$ cat config.mk
export PLATFORM = sky130hd
export DESIGN_NAME = ace_snoop_port_ctrl
export DESIGN_NICKNAME = d
export VERILOG_FILES = /design/src/rtl/ace_pkg.sv /design/src/rtl/ace_snoop_ac_reg.sv /design/src/rtl/ace_snoop_port_ctrl.sv
export SDC_FILE = /design/constraint.sdc
export NUM_CORES = 1
export LEC_CHECK = 0
export ABC_AREA = 1
export BUFFER_PORTS_ARGS = -buffer_cell sky130_fd_sc_hd__buf_2
export CAP_MARGIN = 10
export CORE_AREA = 2 2 118 120
export CTS_CLUSTER_DIAMETER = 50
export DETAILED_ROUTE_END_ITERATION = 8
export DIE_AREA = 0 0 120 122
export GPL_ROUTABILITY_DRIVEN = 0
export GPL_TIMING_DRIVEN = 0
export PLACE_DENSITY = 0.69
export SYNTH_ARGS = -nofsm -noshare
export SYNTH_HDL_FRONTEND = slang
export SYNTH_SLANG_ARGS = --single-unit
$ cat constraint.sdc
create_clock -name clk_i -period 2.4 [get_ports clk_i]
set_clock_uncertainty 0.2 [all_clocks]
set_input_delay 0.24 -clock clk_i [delete_from_list [all_inputs] [get_ports clk_i]]
set_output_delay 0.24 -clock clk_i [all_outputs]
set_load 0.02 [all_outputs]
$ cat src/rtl/ace_pkg.sv
// Shared ACE snoop-channel types and constants for the snoop port controller.
package ace_pkg;

  localparam int unsigned AcAddrWidth  = 64;
  localparam int unsigned AcSnoopWidth = 4;
  localparam int unsigned AcProtWidth  = 3;
  localparam int unsigned CrRespWidth  = 5;
  localparam int unsigned CdDataWidth  = 64;

  // CRRESP bit layout: [0] DataTransfer, [1] Error, [2] PassDirty, [3] IsShared, [4] WasUnique
  localparam int unsigned CrRespDataTransferBit = 0;

  typedef enum logic [1:0] {
    IDLE = 2'd0,
    AC   = 2'd1,
    CR   = 2'd2,
    CD   = 2'd3
  } snoop_state_e;

  typedef struct packed {
    logic [AcAddrWidth-1:0]  addr;
    logic [AcSnoopWidth-1:0] snoop;
    logic [AcProtWidth-1:0]  prot;
  } ac_chan_t;

  typedef logic [CrRespWidth-1:0] cr_chan_t;

  typedef struct packed {
    logic [CdDataWidth-1:0] data;
    logic                   last;
  } cd_chan_t;

  typedef struct packed {
    logic     ac_valid;
    ac_chan_t ac;
    logic     cr_ready;
    logic     cd_ready;
  } ace_snoop_req_t;

  typedef struct packed {
    logic     ac_ready;
    logic     cr_valid;
    cr_chan_t cr_resp;
    logic     cd_valid;
    cd_chan_t cd;
  } ace_snoop_resp_t;

  // True when the snoop response announces that a CD data transfer follows.
  function automatic logic cr_has_data(input cr_chan_t resp);
    return resp[CrRespDataTransferBit];
  endfunction

endpackage

$ cat src/rtl/ace_snoop_ac_reg.sv
// Load-enabled holding register for one snoop address beat. The controller
// only loads it while idle, so no spill/skid storage is needed.
module ace_snoop_ac_reg #(
  parameter type data_t = logic
) (
  input  logic  clk_i,
  input  logic  rst_i,
  input  logic  load,
  input  data_t value,
  output data_t held
);

  // Capture a new address beat when the controller accepts it.
  always_ff @(posedge clk_i or posedge rst_i) begin
    if (rst_i) begin
      held <= '0;
    end else if (load) begin
      held <= value;
    end
  end

endmodule

$ cat src/rtl/ace_snoop_port_ctrl.sv
// Single-outstanding ACE snoop port controller sitting between the CCU and
// one cache. The address is re-launched from a holding register one cycle
// after acceptance; the response and data channels pass straight through
// while a beat counter polices the cache-line length of the CD burst.
module ace_snoop_port_ctrl
  import ace_pkg::*;
#(
  parameter int unsigned AxiDataWidth    = 64,
  parameter int unsigned DcacheLineWidth = 512,
  parameter int unsigned ErrCntWidth     = 8,
  parameter type         snoop_req_t     = ace_pkg::ace_snoop_req_t,
  parameter type         snoop_resp_t    = ace_pkg::ace_snoop_resp_t
) (
  input  logic                   clk_i,
  input  logic                   rst_i,
  input  snoop_req_t             slv_req_i,
  output snoop_resp_t            slv_resp_o,
  output snoop_req_t             mst_req_o,
  input  snoop_resp_t            mst_resp_i,
  output logic                   busy_o,
  output logic                   err_o,
  output logic [ErrCntWidth-1:0] err_cnt_o
);

  // A full cache line is moved as this many CD beats.
  localparam int unsigned Beats    = DcacheLineWidth / AxiDataWidth;
  localparam int unsigned CntWidth = $clog2(Beats) + 1;
  localparam logic [CntWidth-1:0] LastBeat = CntWidth'(Beats - 1);

  snoop_state_e           state_q, state_d;
  logic [CntWidth-1:0]    beat_cnt_q, beat_cnt_d;
  logic [ErrCntWidth-1:0] err_cnt_q;
  logic                   err_q;
  logic                   ac_load;
  ac_chan_t               held_ac;
  logic                   cd_fire;
  logic                   cd_at_end;
  logic                   cd_violation;

  ace_snoop_ac_reg #(
    .data_t (ac_chan_t)
  ) ace_snoop_ac_reg (
    .clk_i (clk_i),
    .rst_i (rst_i),
    .load  (ac_load),
    .value (slv_req_i.ac),
    .held  (held_ac)
  );

  assign cd_fire   = mst_resp_i.cd_valid & slv_req_i.cd_ready;
  assign cd_at_end = (beat_cnt_q == LastBeat);

  // Next-state, beat counting and port muxing for the one snoop in flight.
  always_comb begin
    state_d      = state_q;
    beat_cnt_d   = beat_cnt_q;
    ac_load      = 1'b0;
    cd_violation = 1'b0;
    slv_resp_o   = '0;
    mst_req_o    = '0;
    mst_req_o.ac = held_ac;

    case (state_q)
      IDLE: begin
        // Ready is held low while reset is applied so nothing is accepted
        // until the controller is really running.
        slv_resp_o.ac_ready = ~rst_i;
        if (slv_req_i.ac_valid) begin
          ac_load = 1'b1;
          state_d = AC;
        end
      end

      AC: begin
        mst_req_o.ac_valid = 1'b1;
        if (mst_resp_i.ac_ready) begin
          state_d = CR;
        end
      end

      CR: begin
        slv_resp_o.cr_valid = mst_resp_i.cr_valid;
        slv_resp_o.cr_resp  = mst_resp_i.cr_resp;
        mst_req_o.cr_ready  = slv_req_i.cr_ready;
        if (mst_resp_i.cr_valid && slv_req_i.cr_ready) begin
          beat_cnt_d = '0;
          state_d    = cr_has_data(mst_resp_i.cr_resp) ? CD : IDLE;
        end
      end

      CD: begin
        slv_resp_o.cd_valid = mst_resp_i.cd_valid;
        slv_resp_o.cd       = mst_resp_i.cd;
        mst_req_o.cd_ready  = slv_req_i.cd_ready;
        if (cd_fire) begin
          if (mst_resp_i.cd.last || cd_at_end) begin
            // The burst ends either on LAST or on the expected final beat;
            // it is clean only when both coincide.
            cd_violation = mst_resp_i.cd.last ^ cd_at_end;
            beat_cnt_d   = '0;
            state_d      = IDLE;
          end else begin
            beat_cnt_d = beat_cnt_q + CntWidth'(1);
          end
        end
      end

      default: begin
        state_d = IDLE;
      end
    endcase
  end

  // State and beat counter registers.
  always_ff @(posedge clk_i or posedge rst_i) begin
    if (rst_i) begin
      state_q    <= IDLE;
      beat_cnt_q <= '0;
    end else begin
      state_q    <= state_d;
      beat_cnt_q <= beat_cnt_d;
    end
  end

  // Registered error pulse plus a saturating violation counter.
  always_ff @(posedge clk_i or posedge rst_i) begin
    if (rst_i) begin
      err_q     <= 1'b0;
      err_cnt_q <= '0;
    end else begin
      err_q <= cd_violation;
      if (cd_violation && (err_cnt_q != '1)) begin
        err_cnt_q <= err_cnt_q + ErrCntWidth'(1);
      end
    end
  end

  assign busy_o    = (state_q != IDLE);
  assign err_o     = err_q;
  assign err_cnt_o = err_cnt_q;

endmodule
==> metrics.txt, run 1 <==
gr usage total 17.3%; fin crit share 93.4%; CP endpoint slv_resp_o[43]; largest area contributor in the netlist dfrtp_1; final hold violations 0; Worst path most repeated cell buf_2; CP startpoint state_q[1]; Die Ht 122 um; Hold WC Path Type in2reg; Final Max Tran Viols 0; hold path depth 3; I/O pins 306; Reg-to-Reg End err_cnt_o[7]; worst skew pair latency 0.33 ns; slowest stage cell, crit path dfrtp_1; layout cells sized above 1 50.1%; largest net degree at the start of global routing 35; Initial DRT Pass Iterations 4; diodes inserted 0; R2R Setup Slk 0.47 ns; hpwl dp 9220 um; Mapped Avg Cell Area 10.2 sq um; setup violators final 0; FF+latch count, synth 86; crit-path max cell delay 0.32 ns; Root Driver clkbuf_16; number of flops mapped to enable cells by yosys 0; largest cells by area after synthesis dfrtp_1 48%, mux2_4 24%, inv_1 7.6%; Post-Syn Area 0.00444 sq mm; # rows 43; layout net count 977; 1st-iter DRT viols 227; post-route design area 0.00729 sq mm; Pleak 0.00442 uW; pre-CTS setup slack 0.436 ns; PD cells 1190 mW/mm^2; fin util 54.0%; number of buffers on the longest clock path 2; fmax 446 MHz; outcome finished clean; Max-slew headroom 63.6%; TNS Setup 0 ns; routed vias 4184; Max Cap Viol 0; Post-Syn Nets 587; global route overflow 0; initial antenna violation count 0; crit path kind reg2out; worst-path maximum fanout 10; CP Launch Type flop; Syn Inst Count 435; async set-reset flop share out of synthesis 100%; vias per cell 4.14; fin crit period 2.24 ns; maximum VDD drop 0.000481 V; CP Data Required Time 1.96 ns; vias in the first global route 4035; TritonCTS Buffers 9; DR WL/cell 13.0 um; clock sink total 86; Cell variety after synth 25; Main synth FF type dfrtp_1; DRC violations left 0; first-pass GRT wire length 20100 um; sequential fraction of the synthesis area 48.5%; CTS tree yes; top post-synthesis cells by count 90 x inv_1, 86 x dfrtp_1, 82 x nor2_1, 70 x mux2_4, 50 x nand2_1; Setup WS post-layout 0.157 ns; H-tree lvl count 3; die area 0.0146 sq mm; Critical Path End Type primary output; synthesis-to-finish area growth 64.1%; WHS 0.0328 ns; Worst-Margin Slew 0.545 ns; arrival time worst endpoint 1.80 ns; most frequent cell after synthesis inv_1; Yosys top cell area share 48.5%; Cell Area, Placed 0.00624 sq mm; CP Cell Sequence buf_2 > nand2_2 > buf_2 > buf_2 > nor2_1 > buf_2; unrepaired setup endpoints after global routing no; Routed WL 13200 um; total setup buffers inserted after CTS 0; IO buf count 305; Yosys warning total 0; r2r worst-path depth 9; Die Width 120 um; CTS clk-pin slew, worst paths 0.06 ns; reg2reg start beat_cnt_q[0]; core area 0.0135 sq mm; Starting Density 32.9%; ANT nets after route 0
-- power breakdown --
| group | leakage, uW | internal, uW | switching (uW) |
|---|---|---|---|
| sequential | 0.00104 | 2120 | 390 |
| clock | 0.000154 | 924 | 593 |
| combinational | 0.00322 | 2070 | 2550 |
| total | 0.00442 | 5110 | 3540 |
-- flip-flops by register name (all words and copies together), names as in the netlist --
name                   cells
state_q                    2
ace_snoop_ac_reg.held     71
err_cnt_o                  8
beat_cnt_q                 4
err_o                      1
-- placed cells by master (no fill, tap or decap), drive strengths merged --
cell type / count
nand3: 15
xor2: 1
o21ai: 6
nand3b: 1
nor3: 1
bufinv: 2
dlygate4sd3: 72
clkinv: 1
o21ba: 1
clkbuf: 10
dfrtp: 86
clkinvlp: 3
buf: 321
a31oi: 1
xnor2: 3
nand2: 53
nand4: 2
ha: 3
nor2: 84
mux2: 71
inv: 93
-- kinds of logic after synthesis --
family,share of synthesized area (%)
fa+ha+maj,0.845
mux,23.9
simple gates,14.6
xor+xnor,0.789
compound gates,1.04
buf+inv,10.4
flops,48.5
-- layout make-up --
type                       instances  area [sq um]
fill                            1157          6220
timing repair buffer             379          2290
sequential                        86          2150
multi-input combinational        242          1830
inverter                          92           349
clock buffer                       9           225
tap                              180           225
buffer                            15           115
clock inverter                     7           104
-- repair_timing --
action	4_1_cts	5_1_grt
hold endpoints to repair	93	0
endpoints found under the setup margin	0	0
gates resized for setup	0	0
hold buffers	72	0
-- per-layer routing --
| metal | vias up | GRT usage (%) | share of wire (%) |
|---|---|---|---|
| li1 | 2095 | - | - |
| met1 | 1922 | 22.3 | 44 |
| met2 | 155 | 29.4 | 49 |
| met3 | 12 | 3.60 | 5.9 |
| met4 | 0 | 4.93 | 1.1 |
| met5 | - | 0 | 0 |
-- critical path, delay by kind of cell, from the launching register on --
| kind | cells | cell delay (ns) |
|---|---|---|
| buffers and inverters | 4 | 0.81 |
| DFF | 1 | 0.32 |
| and+or+nand+nor | 2 | 0.33 |
-- metrics by stage --
| stage | std cells | power (uW) |
|---|---|---|
| after floorplan | 435 | 5600 |
| after global placement | 920 | 6960 |
| after detailed placement | 922 | 7000 |
| after CTS | 1010 | 8670 |
| after global routing | 1010 | 9140 |
| final | 1010 | 8650 |
-- how the worst min path moves through the flow --
stage	startpoint	to	slack [ns]
2_1_floorplan	slv_req_i[2]	ace_snoop_ac_reg.held[0]	0.19
3_3_place_gp	slv_req_i[8]	ace_snoop_ac_reg.held[6]	0.27
3_5_place_dp	rst_i	state_q[0]	0.14
4_1_cts	slv_req_i[0]	err_o	0.03
5_1_grt	slv_req_i[0]	err_o	0.06
6_report	slv_req_i[0]	err_o	0.03
(Power assumes the default switching activity.)
==> run 2: changes to the inputs <==
--- a/config.mk
+++ b/config.mk
@@ -5,16 +5,16 @@
 export SDC_FILE = /design/constraint.sdc
 export NUM_CORES = 1
 export LEC_CHECK = 0
-export ABC_AREA = 1
+export ABC_AREA = 0
 export BUFFER_PORTS_ARGS = -buffer_cell sky130_fd_sc_hd__buf_2
 export CAP_MARGIN = 10
-export CORE_AREA = 2 2 118 120
+export CORE_AREA = 2 2 119 121
 export CTS_CLUSTER_DIAMETER = 50
 export DETAILED_ROUTE_END_ITERATION = 8
-export DIE_AREA = 0 0 120 122
+export DIE_AREA = 0 0 121 123
 export GPL_ROUTABILITY_DRIVEN = 0
 export GPL_TIMING_DRIVEN = 0
-export PLACE_DENSITY = 0.69
+export PLACE_DENSITY = 0.7
 export SYNTH_ARGS = -nofsm -noshare
 export SYNTH_HDL_FRONTEND = slang
 export SYNTH_SLANG_ARGS = --single-unit
==> metrics.txt, run 2 <==
outcome finished clean; routed vias 4094 (-2.2%); unrepaired setup endpoints after global routing no; Biggest register ace_snoop_ac_reg.held; clock sink total 86 (unchanged); hold path depth 3 (unchanged); DR WL/cell 16.4 um (+25%); hpwl dp 11500 um (+25%); arrival time worst endpoint 1.87 ns (+0.07 ns); # rows 43 (unchanged); vias per cell 4.53 (+9.4%); mux share of post-synthesis cell area 22.1% (-1.8 points); worst skew pair latency 0.33 ns (about the same); largest cells by area after synthesis dfrtp_1 54%, mux2_1 20%, and3_1 10%; layout cells sized above 1 47.6% (-2.5 points); CTS clk-pin slew, worst paths 0.06 ns (about the same); TNS Setup 0 ns (unchanged); R2R Setup Slk 0.21 ns (-0.26 ns); Hold WC Path Type in2reg; Synth Area in XOR/XNOR 0.218% (-0.57 points); Hold Startpoint mst_resp_i[72]; IO buf count 305 (unchanged); Compound-Gate Fraction of Synth Area 2.18% (+1.1 points); max FFs per register 71 (unchanged); Pleak 0.00375 uW (-15%); sequential fraction of the synthesis area 53.7% (+5.2 points); most frequent cell after synthesis dfrtp_1; Register Area 0.00215 sq mm (unchanged); diodes inserted 0 (unchanged); core area 0.0136 sq mm (+0.80%); fmax 433 MHz (-2.8%); Max Cap Viol 0 (unchanged); CP Launch Type flop; Die Ht 123 um (+0.82%); number of fill cells 1206 (+4.2%); most frequent cells in the layout 306 x buf_2, 86 x dfrtp_1, 72 x dlygate4sd3_1, 70 x mux2_1, 66 x and3_1; area of the multi-input gates 0.00172 sq mm (-6.0%); Final Non-Filler Cells 903 (-11%); largest net degree at the start of global routing 41 (+17%); ANT nets after route 0 (unchanged); layout net count 870 (-11%); Max-slew headroom 63.6% (about the same); number of flops mapped to enable cells by yosys 0 (unchanged); Tot Pwr 8100 uW (-6.4%); largest family of logic cells by synthesized area multiplexers; Die Width 121 um (+0.83%); top post-synthesis cells by count 86 x dfrtp_1, 70 x mux2_1, 66 x and3_1, 16 x clkbuf_1, 12 x nand2_1; gr usage total 18.6% (+1.3 points); vias in the first global route 3955 (-2.0%); Yosys top cell area share 53.7% (+5.2 points); largest area contributor in the netlist dfrtp_1; maximum VDD drop 0.000447 V (-7.0%); Post-Syn Area 0.00401 sq mm (-9.7%); Post-Synth Adder-Cell Area 0.936% (+0.091 points); r2r worst-path depth 7 (-2); Cell variety after synth 35 (+40%); TritonCTS Buffers 9 (unchanged); worst-path maximum fanout 10 (unchanged); reg2reg start beat_cnt_q[0]; fin crit share 96.2% (+2.7 points); first-pass GRT wire length 21100 um (+4.8%); initial antenna violation count 0 (unchanged); Reg-to-Reg End err_cnt_o[5]; pre-CTS setup slack 0.218 ns (-0.218 ns); Initial DRT Pass Iterations 5 (+1); leading cell type in the layout, fill and taps excluded buf_2; final hold violations 0 (unchanged); Routed WL 14800 um (+12%); CP Data Required Time 1.96 ns (about the same); setup violators final 0 (unchanged); async set-reset flop share out of synthesis 100% (unchanged); Worst-Margin Slew 0.546 ns (+0.000896 ns); FF+latch count, synth 86 (unchanged); die area 0.0149 sq mm (+1.7%); Post-Synth Simple-Gate Area 17.4% (+2.8 points); global route overflow 0 (unchanged); Starting Density 29.5% (-3.4 points); crit path kind reg2out; Syn Inst Count 328 (-25%); Final Max Tran Viols 0 (unchanged); Yosys warning total 0 (unchanged); H-tree lvl count 3 (unchanged); 1st-iter DRT viols 141 (-38%); placed cell count 815 (-12%); Setup WS post-layout 0.0917 ns (-0.0658 ns); I/O pins 306 (unchanged); fin crit period 2.31 ns (+0.0658 ns); Post-Syn Nets 480 (-18%); synthesis-to-finish area growth 70.3%; CTS tree yes; Hold EP state_q[0]; Root Driver clkbuf_16; number of buffers on the longest clock path 2 (unchanged); PD cells 1190 mW/mm^2 (about the same); Critical Path End Type primary output; Main synth FF type dfrtp_1; DRC violations left 0 (unchanged); Mapped Avg Cell Area 12.2 sq um (+20%)
## run 2: cell types whose count changed in the layout (fill, tap and decap cells not counted), sizes merged, moves of 3 or more
cell    before  now
inv         93    8
nor2        84    6
and3         0   66
nand2       53   13
clkbuf      10   25
nand3       15    7
and2         0    7
buf        321  315
mux2        71   76
mux2i        0    3
nand2b       0    3
## run 2: per-stage QoR
stage          cell area [sq um]  hold slack (ns)  utilization (%)
2_1_floorplan               4010            0.175                -
3_3_place_gp                5760            0.255             42.3
3_5_place_dp                5800            0.134             42.6
4_1_cts                     6830          0.00116             50.1
5_1_grt                     6830           0.0130             50.2
6_report                    6830           0.0205             50.2
## run 2: timing repair
| action | 4_1_cts | 5_1_grt |
|---|---|---|
| setup endpoints to repair | 1 | 1 |
| hold buffers | 72 | 0 |
| hold endpoints to repair | 92 | 0 |
| setup buffers | 0 | 0 |
| resized for setup | 2 | 3 |
## run 2: worst max-delay path by stage
stage	slack (ns)	start	end	depth (start not counted)
floorplan	0.40	beat_cnt_q[0]	err_cnt_o[5]	7
global placement	0.21	beat_cnt_q[0]	err_cnt_o[5]	7
detailed placement	0.22	beat_cnt_q[0]	err_cnt_o[5]	7
CTS	0.08	state_q[0]	slv_resp_o[30]	4
global route	0.03	beat_cnt_q[0]	err_cnt_o[5]	7
finish	0.09	state_q[1]	slv_resp_o[30]	4
## run 2: kinds of logic (layout without fill, tap and decap cells)
family,count (synthesis),after routing
AO/OA/AOI/OAI,13,13
XOR/XNOR,1,1
adder cells (fa/ha/maj),3,3
buffers and inverters,30,425
flip-flops,86,86
multiplexers,79,79
AND/OR/NAND/NOR,116,116
## run 2: area by class of cell
cell class	instances	area share, %
Buffer	23	1.70
Clock buffer	10	3.35
Clock inverter	6	1.01
Inverter	7	0.440
Multi-Input combinational cell	212	25.2
Sequential cell	86	31.5
Tap cell	180	3.30
Timing Repair Buffer	379	33.5
## run 2: critical path: stages (launching register included)
cell and delay (ns):
dfrtp_1 0.50, clkbuf_2 0.27, clkbuf_1 0.27, and3_1 0.26, buf_2 0.24
## run 2: routing by layer
layer	global-route usage, %	vias up	wire length [um]
li1	-	1940	-
met1	21.3	1924	5680
met2	33.1	211	7370
met3	5.26	19	1350
met4	6.98	0	374
met5	0	-	0
## run 2: report_power, final
group / switching, uW / leakage [uW] / total (uW) / internal (uW)
logic: 2620 / 0.00257 / 4220 / 1600
registers: 366 / 0.00103 / 2490 / 2130
clock network: 568 / 0.000143 / 1380 / 814
total: 3560 / 0.00375 / 8100 / 4540
==> run 3: changes to the inputs <==
--- a/config.mk
+++ b/config.mk
@@ -8,13 +8,14 @@
 export ABC_AREA = 0
 export BUFFER_PORTS_ARGS = -buffer_cell sky130_fd_sc_hd__buf_2
 export CAP_MARGIN = 10
-export CORE_AREA = 2 2 119 121
-export CTS_CLUSTER_DIAMETER = 50
+export CORE_AREA = 2 2 117 119
+export CTS_CLUSTER_DIAMETER = 100
 export DETAILED_ROUTE_END_ITERATION = 8
-export DIE_AREA = 0 0 121 123
+export DIE_AREA = 0 0 119 121
 export GPL_ROUTABILITY_DRIVEN = 0
 export GPL_TIMING_DRIVEN = 0
-export PLACE_DENSITY = 0.7
+export PLACE_DENSITY = 0.75
 export SYNTH_ARGS = -nofsm -noshare
 export SYNTH_HDL_FRONTEND = slang
+export SYNTH_HIERARCHICAL = 1
 export SYNTH_SLANG_ARGS = --single-unit
==> metrics.txt, run 3 <==
Cell Area, Placed 0.00611 sq mm (+5.2%); gr usage total 20.0% (+1.3 points); clock sink total 86 (unchanged); core area 0.0131 sq mm (-3.9%); Worst path most repeated cell ha_1; async set-reset flop share out of synthesis 100% (unchanged); Post-Synth Adder-Cell Area 0.862% (-0.075 points); placed cell count 806 (-1.1%); outcome finished clean; I/O pins 306 (unchanged); layout net count 865 (-0.57%); most frequent cells in the layout 306 x buf_2, 86 x dfrtp_1, 72 x dlygate4sd3_1, 71 x mux2_4, 66 x and3_1; global route overflow 0 (unchanged); sequential fraction of the synthesis area 49.4% (-4.3 points); PD cells 1270 mW/mm^2 (+7.0%); CTS clk-pin slew, worst paths 0.06 ns (about the same); Initial DRT Pass Iterations 4 (-1); Cell variety after synth 39 (+11%); Post-Synth Simple-Gate Area 15.3% (-2.1 points); fin crit period 2.21 ns (-0.0996 ns); worst skew pair latency 0.34 ns (about the same); Post-Syn Nets 477 (-0.63%); FF+latch count, synth 86 (unchanged); maximum VDD drop 0.000519 V (+16%); Reg-to-Reg End err_cnt_o[5]; DR WL/cell 16.4 um (+0.42%); leading cell type in the layout, fill and taps excluded buf_2; crit path kind reg2reg; largest net degree at the start of global routing 72 (+76%); CP Data Required Time 2.41 ns (+0.45 ns); Yosys top cell area share 49.4% (-4.3 points); first-pass GRT wire length 22500 um (+6.6%); crit-path max cell delay 0.39 ns (-0.11 ns); Max-slew headroom 43.0% (-21 points); r2r worst-path depth 7 (unchanged); CP Launch Type flop; number of flops mapped to enable cells by yosys 0 (unchanged); largest family of logic cells by synthesized area multiplexers; CP startpoint beat_cnt_q[0]; number of buffers on the longest clock path 2 (unchanged); initial antenna violation count 1 (+1); total setup buffers inserted after CTS 0 (unchanged); Mapped Avg Cell Area 13.4 sq um (+9.7%); H-tree lvl count 3 (unchanged); final hold violations 0 (unchanged); fin crit share 92.0% (-4.1 points); CP Cell Sequence ha_1 > nand3b_1 > ha_1 > nand4_1 > nor3_4 > and3_2 > mux2_1; top post-synthesis cells by count 86 x dfrtp_1, 71 x mux2_4, 66 x and3_1, 15 x clkbuf_1, 9 x nand2_1; Max Cap Viol 0 (unchanged); mux share of post-synthesis cell area 26.0% (+3.9 points); 1st-iter DRT viols 140 (-0.71%); Top Usage Layer GRT met2; GRT met1 Usage 23.3% (+2.0 points); max FFs per register 71 (unchanged); reg2reg start beat_cnt_q[0]; Worst-Margin Slew 0.855 ns (+0.309 ns); most frequent cell after synthesis dfrtp_1; Post-Syn Area 0.00436 sq mm (+8.7%); Hold WC Path Type in2reg; Routed WL 14700 um (-0.47%); number of fill cells 1070 (-11%); synthesis-to-finish area growth 64.9%; largest cells by area after synthesis dfrtp_1 49%, mux2_4 24%, and3_1 9.5%; Pleak 0.00402 uW (+7.2%); Die Ht 121 um (-1.6%); vias in the first global route 4225 (+6.8%); post-route design area 0.00719 sq mm (+5.3%); Syn Inst Count 325 (-0.91%); layout cells sized above 1 57.7% (+10 points); TritonCTS Buffers 9 (unchanged); Final Max Tran Viols 0 (unchanged); TNS Setup 0 ns (unchanged); Yosys warning total 6 (+6); slowest stage cell, crit path dfrtp_1; Starting Density 33.3% (+3.8 points); vias per cell 4.60 (+1.5%); routed vias 4120 (+0.64%); Biggest register ace_snoop_ac_reg/held; CP endpoint err_cnt_o[5]; Final Non-Filler Cells 895 (-0.89%); Setup WS post-layout 0.191 ns (+0.0996 ns); setup violators final 0 (unchanged); Compound-Gate Fraction of Synth Area 2.73% (+0.54 points); Die Width 119 um (-1.7%); DRC violations left 0 (unchanged); CTS tree yes; arrival time worst endpoint 2.22 ns (+0.35 ns); Synth Area in XOR/XNOR 0.402% (+0.18 points); M2 GR Usage 36.7% (+3.6 points); Root Driver clkbuf_16; met3 usage 5.26% (about the same); ANT nets after route 0 (unchanged); Critical Path End Type flop; die area 0.0144 sq mm (-3.3%); hpwl dp 10200 um (-11%); IO buf count 305 (unchanged); worst-path maximum fanout 4 (-6); fmax 453 MHz (+4.5%); unrepaired setup endpoints after global routing no; largest area contributor in the netlist dfrtp_1; pre-CTS setup slack 0.154 ns (-0.0644 ns); Main synth FF type dfrtp_1; WHS 0.0495 ns (+0.0290 ns); R2R Setup Slk 0.19 ns (-0.02 ns); # rows 42 (-2.3%)
## run 3: worst max-delay path: cells and delay by family, from the launching register on
kind | cells | cell delay, ns
fa+ha+maj | 2 | 0.51
simple gates | 4 | 0.65
flops | 1 | 0.39
mux | 1 | 0.34
## run 3: metrics by stage
stage | power [uW] | util (%)
finish | 9120 | 54.9
global route | 9620 | 54.9
CTS | 9140 | 54.9
detailed placement | 7340 | 46.7
global placement | 7260 | 46.6
floorplan | 5800 | -
## run 3: power breakdown
part / switching, uW / leakage (uW) / total (uW) / internal [uW]
Clock: 611 / 0.000170 / 1650 / 1040
Combinational: 2670 / 0.00281 / 4910 / 2240
Sequential: 435 / 0.00104 / 2560 / 2130
Total: 3720 / 0.00402 / 9120 / 5400
## run 3: how the worst min path moves through the flow
stage / start / endpoint / slack [ns] / cells past startpoint
2_1_floorplan: rst_i / beat_cnt_q[0] / -0.06 / 1
3_3_place_gp: rst_i / beat_cnt_q[3] / 0.19 / 2
3_5_place_dp: rst_i / beat_cnt_q[3] / 0.21 / 2
4_1_cts: mst_resp_i[72] / state_q[0] / 0.01 / 3
5_1_grt: mst_resp_i[72] / state_q[0] / 0.04 / 3
6_report: mst_resp_i[72] / state_q[0] / 0.05 / 3
## run 3: layout make-up
type                    instances  area, sq um  share of cell area, %
diodes                          1         2.50                 0.0348
plain buffers                  24          215                   2.99
clock buffers                   9          225                   3.13
clock inverters                 7          129                   1.79
inverters                       5         21.3                  0.296
multi-input cells             210         1970                   27.5
flip-flops and latches         86         2150                   29.9
well taps                     176          220                   3.06
repair buffers                377         2250                   31.3
## run 3: metal layers
metal,up-vias,wire length [um],part of all wire (%)
met5,-,0,0
met4,0,194,1.3
met3,15,1050,7.1
met2,202,7660,52
met1,1963,5800,39
li1,1940,-,-
## run 3: logic make-up (layout without fill, tap and decap cells)
family	count (synthesis)	count (layout)
DFF	86	86
xor gates and xnor gates	2	2
buffers and inverters	29	422
muxes	77	77
AOI/OAI and AO/OA	17	17
other	0	1
and+or+nand+nor	111	111
adders and majority gates	3	3
## run 3: repair_timing
action,CTS,global route
hold endpoints to repair,157,0
gates resized for setup,0,4
hold buffers,72,0
endpoints found under the setup margin,0,36
